===== config.mk =====
export PLATFORM = sky130hd
export DESIGN_NAME = eps_greedy_selector
export DESIGN_NICKNAME = d
export VERILOG_FILES = /design/src/rtl/qlearn_pkg.sv /design/src/rtl/qa_argmax.sv /design/src/rtl/eps_greedy_selector.sv
export SDC_FILE = /design/constraint.sdc
export NUM_CORES = 1
export LEC_CHECK = 0
export CAP_MARGIN = 10
export CORE_MARGIN = 3
export CORE_UTILIZATION = 55
export CTS_BUF_LIST = sky130_fd_sc_hd__clkbuf_16
export CTS_CLUSTER_SIZE = 8
export DETAILED_ROUTE_END_ITERATION = 7
export GPL_TIMING_DRIVEN = 1
export PLACE_DENSITY = 0.81
export SYNTH_ARGS = -nofsm -noshare
export SYNTH_HDL_FRONTEND = slang
export SYNTH_HIERARCHICAL = 1
export SYNTH_SLANG_ARGS = --single-unit

===== constraint.sdc =====
create_clock -name clk -period 9.8 [get_ports clk]
set_input_delay 2.45 -clock clk [delete_from_list [all_inputs] [get_ports clk]]
set_output_delay 2.45 -clock clk [all_outputs]
set_load 0.1 [all_outputs]

===== src/rtl/qlearn_pkg.sv =====
// Shared types and helpers for the Q-learning datapath blocks.
// Provides the selector state encoding, the default PRNG seed and the
// tap masks for maximal-length Fibonacci LFSRs of 8 to 32 bits.
package qlearn_pkg;

  typedef enum logic [1:0] {
    IDLE   = 2'd0,
    DRAW   = 2'd1,
    DECIDE = 2'd2,
    HOLD   = 2'd3
  } state_e;

  localparam logic [31:0] DEFAULT_SEED = 32'h0000_ACE1;

  // Bit k of the mask set means bit k of the register feeds the XOR.
  // The register shifts toward the MSB and the feedback enters bit 0.
  function automatic logic [31:0] lfsr_taps(input int width);
    logic [31:0] taps;
    case (width)
      8:       taps = 32'h0000_00B8;
      9:       taps = 32'h0000_0110;
      10:      taps = 32'h0000_0240;
      11:      taps = 32'h0000_0500;
      12:      taps = 32'h0000_0829;
      13:      taps = 32'h0000_100D;
      14:      taps = 32'h0000_2015;
      15:      taps = 32'h0000_6000;
      16:      taps = 32'h0000_D008;
      17:      taps = 32'h0001_2000;
      18:      taps = 32'h0002_0400;
      19:      taps = 32'h0004_0023;
      20:      taps = 32'h0009_0000;
      21:      taps = 32'h0014_0000;
      22:      taps = 32'h0030_0000;
      23:      taps = 32'h0042_0000;
      24:      taps = 32'h00E1_0000;
      25:      taps = 32'h0120_0000;
      26:      taps = 32'h0200_0023;
      27:      taps = 32'h0400_0013;
      28:      taps = 32'h0900_0000;
      29:      taps = 32'h1400_0000;
      30:      taps = 32'h2000_0029;
      31:      taps = 32'h4800_0000;
      32:      taps = 32'h8020_0003;
      default: taps = 32'h0000_D008;
    endcase
    return taps;
  endfunction

endpackage


===== src/rtl/qa_argmax.sv =====
// Combinational argmax over a packed row of signed Q values.
// Ties resolve to the lowest action index because a later entry only
// replaces the running best when it is strictly greater.
module qa_argmax #(
  parameter  int N_ACT = 4,
  parameter  int Q_W   = 32,
  localparam int ACT_W = (N_ACT > 1) ? $clog2(N_ACT) : 1
) (
  input  logic [N_ACT*Q_W-1:0] q_vec_i,
  output logic [ACT_W-1:0]     idx_o,
  output logic [Q_W-1:0]       max_o
);

  // Priority scan from action 0 upward keeping the first strict maximum.
  always_comb begin
    logic [Q_W-1:0]   best_val;
    logic [ACT_W-1:0] best_idx;
    best_val = q_vec_i[Q_W-1:0];
    best_idx = '0;
    for (int i = 1; i < N_ACT; i++) begin
      if ($signed(q_vec_i[i*Q_W +: Q_W]) > $signed(best_val)) begin
        best_val = q_vec_i[i*Q_W +: Q_W];
        best_idx = ACT_W'(i);
      end
    end
    idx_o = best_idx;
    max_o = best_val;
  end

endmodule


===== src/rtl/eps_greedy_selector.sv =====
// Epsilon-greedy action selector: returns the argmax action of a Q row or,
// with a probability that decays linearly over the iteration budget, a
// uniformly drawn random action. Optional feature macro EXPLORE_STATS_EN
// adds a saturating count of delivered explored results on explore_cnt.
module eps_greedy_selector
  import qlearn_pkg::*;
#(
  parameter  int          N_ACT     = 4,
  parameter  int          Q_W       = 32,
  parameter  int          ITER_W    = 12,
  parameter  int          LFSR_W    = 16,
  parameter  logic [31:0] SEED      = DEFAULT_SEED,
  parameter  int          MAX_RETRY = 7,
  localparam int          ACT_W     = (N_ACT > 1) ? $clog2(N_ACT) : 1
) (
  input  logic                   clk,
  input  logic                   rst_n,
  input  logic                   in_valid,
  output logic                   in_ready,
  input  logic [N_ACT*Q_W-1:0]   q_vec,
  input  logic [ITER_W-1:0]      iteration,
  input  logic [ITER_W-1:0]      total_iteration,
  output logic                   out_valid,
  input  logic                   out_ready,
  output logic [ACT_W-1:0]       act,
  output logic                   explored,
  output logic [Q_W-1:0]         q_max
`ifdef EXPLORE_STATS_EN
  ,
  output logic [ITER_W-1:0]      explore_cnt
`endif
);

  localparam logic [31:0]       TAPS_ALL = lfsr_taps(LFSR_W);
  localparam logic [LFSR_W-1:0] TAPS     = TAPS_ALL[LFSR_W-1:0];
  localparam logic [LFSR_W-1:0] SEED_V   = (SEED[LFSR_W-1:0] == '0) ? LFSR_W'(1) : SEED[LFSR_W-1:0];
  localparam int                RETRY_W  = (MAX_RETRY > 0) ? $clog2(MAX_RETRY + 1) : 1;
  localparam logic [ACT_W:0]    N_ACT_V  = (ACT_W + 1)'(N_ACT);

  state_e                 state_q;
  logic [LFSR_W-1:0]      lfsr_q;
  logic [LFSR_W-1:0]      lfsr_d;
  logic [N_ACT*Q_W-1:0]   q_vec_q;
  logic [ITER_W-1:0]      iter_q;
  logic [ITER_W-1:0]      total_q;
  logic [RETRY_W-1:0]     retry_q;
  logic                   explore_q;
  logic [ACT_W-1:0]       rand_q;
  logic [ITER_W-1:0]      draw;
  logic [ACT_W:0]         rand_raw;
  logic [ACT_W-1:0]       rand_act;
  logic [ACT_W-1:0]       amax_idx;
  logic [Q_W-1:0]         amax_val;

  qa_argmax #(
    .N_ACT (N_ACT),
    .Q_W   (Q_W)
  ) u_argmax (
    .q_vec_i (q_vec_q),
    .idx_o   (amax_idx),
    .max_o   (amax_val)
  );

  assign in_ready = (state_q == IDLE);

  // Next LFSR value, the explore draw from the low bits and the random action from the high bits.
  always_comb begin
    lfsr_d   = {lfsr_q[LFSR_W-2:0], ^(lfsr_q & TAPS)};
    draw     = lfsr_q[ITER_W-1:0];
    rand_raw = {1'b0, lfsr_q[LFSR_W-1 -: ACT_W]};
    rand_act = (rand_raw >= N_ACT_V) ? ACT_W'(rand_raw - N_ACT_V) : rand_raw[ACT_W-1:0];
  end

  // Free-running PRNG, stepping every cycle regardless of FSM state.
  always_ff @(posedge clk or negedge rst_n) begin
    if (!rst_n) begin
      lfsr_q <= SEED_V;
    end else begin
      lfsr_q <= lfsr_d;
    end
  end

  // Request latch, rejection-sampled explore decision and registered result handshake.
  always_ff @(posedge clk or negedge rst_n) begin
    if (!rst_n) begin
      state_q   <= IDLE;
      q_vec_q   <= '0;
      iter_q    <= '0;
      total_q   <= '0;
      retry_q   <= '0;
      explore_q <= 1'b0;
      rand_q    <= '0;
      out_valid <= 1'b0;
      act       <= '0;
      explored  <= 1'b0;
      q_max     <= '0;
    end else begin
      case (state_q)
        IDLE: begin
          if (in_valid) begin
            q_vec_q   <= q_vec;
            iter_q    <= iteration;
            total_q   <= total_iteration;
            retry_q   <= '0;
            explore_q <= 1'b0;
            state_q   <= (total_iteration == '0) ? DECIDE : DRAW;
          end
        end
        DRAW: begin
          if (draw < total_q) begin
            explore_q <= (draw >= iter_q);
            rand_q    <= rand_act;
            state_q   <= DECIDE;
          end else if (retry_q == RETRY_W'(MAX_RETRY)) begin
            explore_q <= 1'b0;
            state_q   <= DECIDE;
          end else begin
            retry_q <= retry_q + 1'b1;
          end
        end
        DECIDE: begin
          act       <= explore_q ? rand_q : amax_idx;
          explored  <= explore_q;
          q_max     <= amax_val;
          out_valid <= 1'b1;
          state_q   <= HOLD;
        end
        HOLD: begin
          if (out_ready) begin
            out_valid <= 1'b0;
            state_q   <= IDLE;
          end
        end
        default: state_q <= IDLE;
      endcase
    end
  end

`ifdef EXPLORE_STATS_EN
  logic [ITER_W-1:0] explore_cnt_q;

  // Saturating count of explored results actually taken by the consumer.
  always_ff @(posedge clk or negedge rst_n) begin
    if (!rst_n) begin
      explore_cnt_q <= '0;
    end else if (out_valid && out_ready && explored && (explore_cnt_q != '1)) begin
      explore_cnt_q <= explore_cnt_q + 1'b1;
    end
  end

  assign explore_cnt = explore_cnt_q;
`endif

endmodule

==> results.tsv <==
metric	value	unit
status	completed	
setup_viol	0	
drive_gt1_share	20.5	%
setup.worst_path.class	flop to flop	
port_buffers	192	
fin_tns_setup	0	ns
dpl.cell_count	1589	
diodes	0	
numClockSinks	212	
fin_skew	0.0124	ns
yosys_most_used_dff	dfrtp_1	
wirelength	33100	um
end_kind	flop	
grt_first_pass_wirelength	51700	um
synth_fa_ha_area_share	12.1	%
finalNonFillerCells	1638	
vias	9891	
final_common_cell	dfrtp_1	
synth_cell_types	67	
drv_slew	0	
synthMuxAreaShare	19.3	%
hold_depth	0	
min_to	lfsr_q[11]$_DFF_PN1_	
r2r-start	q_vec_q[1]$_DFFE_PN0P_	
arrival	9.85	ns
cts_buffers	30	
max_stage_delay	0.58	ns
path_buf_inv	6	
fin_ws	0.431	ns
max_slew_margin	30.1	%
min_path_type	flop to flop	
rows	55	
drt_iter0_drc	795	
grtUsageTotal	25.8	%
synth_compound_area_share	14.2	%
drc	0	
path_clk_slew	0.05	ns
io_pins	193	
cts_setup_buffers	0	
slowest_stage	nor4_1	
cts_tree	built	
reg2regPathDepth	34	
crit_family	compound AO/OA/AOI/OAI gates	
htreeDepth	1	
rsz0062_at_grt	no	
synth_top_family_by_area	multiplexers	
postSynthAreaPerCell	11.0	sq um
dp_slack	0.624	ns
dr.pass1.iters	5	
synth_edf_count	0	
grt_overflow	0	
core_area	22700	sq um
synth-simple-area-share	7.29	%
wl_per_cell	20.2	um
final_nets	1616	
regToRegEndpoint	q_max[12]$_DFFE_PN0P_	
mostFrequentLayoutCells	dfrtp_1 (204), clkdlybuf4s50_1 (191), mux2_2 (188)	
rrSetupSlack	0.43	ns
syn_area	12700	sq um
cp_max_fo	34	
yosysWarnings	6	
ctsLongestPathBuffers	3	
gp_congestion	0.894	
required	10.28	ns
die_w	158	um
period_minus_slack	9.37	ns
first_global_vias	9833	
maxCapViolCount	0	
hpwl	24000	um
synth.net_count	1439	
die_h	158	um
finalCritPeriodShare	95.6	%
grt_max_degree	79	
antenna_found_initial	0	
startpoint_type	flop	
synth_seq_cells	212	
cts_root_buffer	clkbuf_16	
hold_viol	0	
die_area	25000	sq um
syn_inst	1160	
synth-xor-area-share	0.207	%
ys_seq_area_share	41.8	%
via_per_inst	6.04	
postRouteAntennaNets	0	
worst_pin_slew	1.05	ns
synthArstFlopShare	100	%
clock_latency	0.55	ns
hp-start	lfsr_q[10]$_DFF_PN1_	
synthToLayoutAreaGrowth	23.6	%
start_util	56.0	%
fmax	0.107	GHz
## stage by stage
step                utilization, %  hold WS (ns)  instance area (sq um)
floorplan                        -         0.365                  12700
global placement              65.4         0.375                  14900
detailed placement            65.4         0.375                  14900
CTS                           69.2         0.383                  15700
global route                  69.3         0.393                  15700
finish                        69.3         0.386                  15700
## state kept, by name, indices dropped and copies added (netlist names)
register / cells
q_max: 32
explored: 1
rand_q: 2
q_vec_q: 128
lfsr_q: 16
retry_q: 3
state_q: 2
out_valid: 1
total_q: 12
iter_q: 12
act: 2
explore_q: 1
## cell type report
cell class	instances	area, sq um
Clock buffer	30	751
Sequential cell	212	5320
Tap cell	285	357
Fill cell	1644	6980
Inverter	95	357
Multi-Input combinational cell	792	6820
Timing Repair Buffer	206	2030
Clock inverter	18	93.8
## worst max-delay path by stage
stage | cells past startpoint | slack [ns] | endpoint | from
final | 34 | 0.43 | q_max[12]$_DFFE_PN0P_ | q_vec_q[1]$_DFFE_PN0P_
after global routing | 36 | 0.01 | q_max[19]$_DFFE_PN0P_ | q_vec_q[1]$_DFFE_PN0P_
after CTS | 36 | 0.49 | q_max[8]$_DFFE_PN0P_ | q_vec_q[1]$_DFFE_PN0P_
after detailed placement | 36 | 0.62 | q_max[8]$_DFFE_PN0P_ | q_vec_q[1]$_DFFE_PN0P_
after global placement | 36 | 0.84 | q_max[2]$_DFFE_PN0P_ | q_vec_q[1]$_DFFE_PN0P_
after floorplan | 40 | 2.40 | q_max[23]$_DFFE_PN0P_ | q_vec_q[1]$_DFFE_PN0P_
## routing by layer
metal  up-vias  track usage (%)  part of all wire, %
li1       4610                -                    -
met1      4892             37.8                   45
met2       340             41.3                   47
met3        49             2.71                  5.6
met4         0             6.60                  2.3
met5         -                0                    0
## logic make-up (layout without fill, tap and decap cells)
| logic type | count (synthesis) | count (layout) |
|---|---|---|
| flops | 212 | 212 |
| fa+ha+maj | 123 | 123 |
| compound gates | 255 | 256 |
| buf+inv | 157 | 349 |
| xor+xnor | 3 | 3 |
| simple gates | 188 | 188 |
| mux | 222 | 222 |
## cells in the mapped netlist, types with 25 or more instances
cell type | number | area share [%]
a21oi_1 | 77 | 3.0
nor3_1 | 38 | 1.5
ha_1 | 123 | 12
a221oi_1 | 33 | 2.3
mux2i_1 | 34 | 2.7
o21ai_0 | 41 | 1.6
mux2_2 | 188 | 17
clkbuf_1 | 45 | 1.3
nand4_1 | 25 | 1.2
inv_1 | 95 | 2.8
nand2_1 | 62 | 1.8
dfrtp_1 | 204 | 40
## what timing repair did
action	in CTS	in global routing
gates resized for setup	0	2
endpoints found under the setup margin	0	18
hold endpoints to repair	0	0
hold buffers	0	0
Power is left out: the tool's default activity adds up to more than one toggle a clock period on the data nets, which glitch-free logic cannot reach.
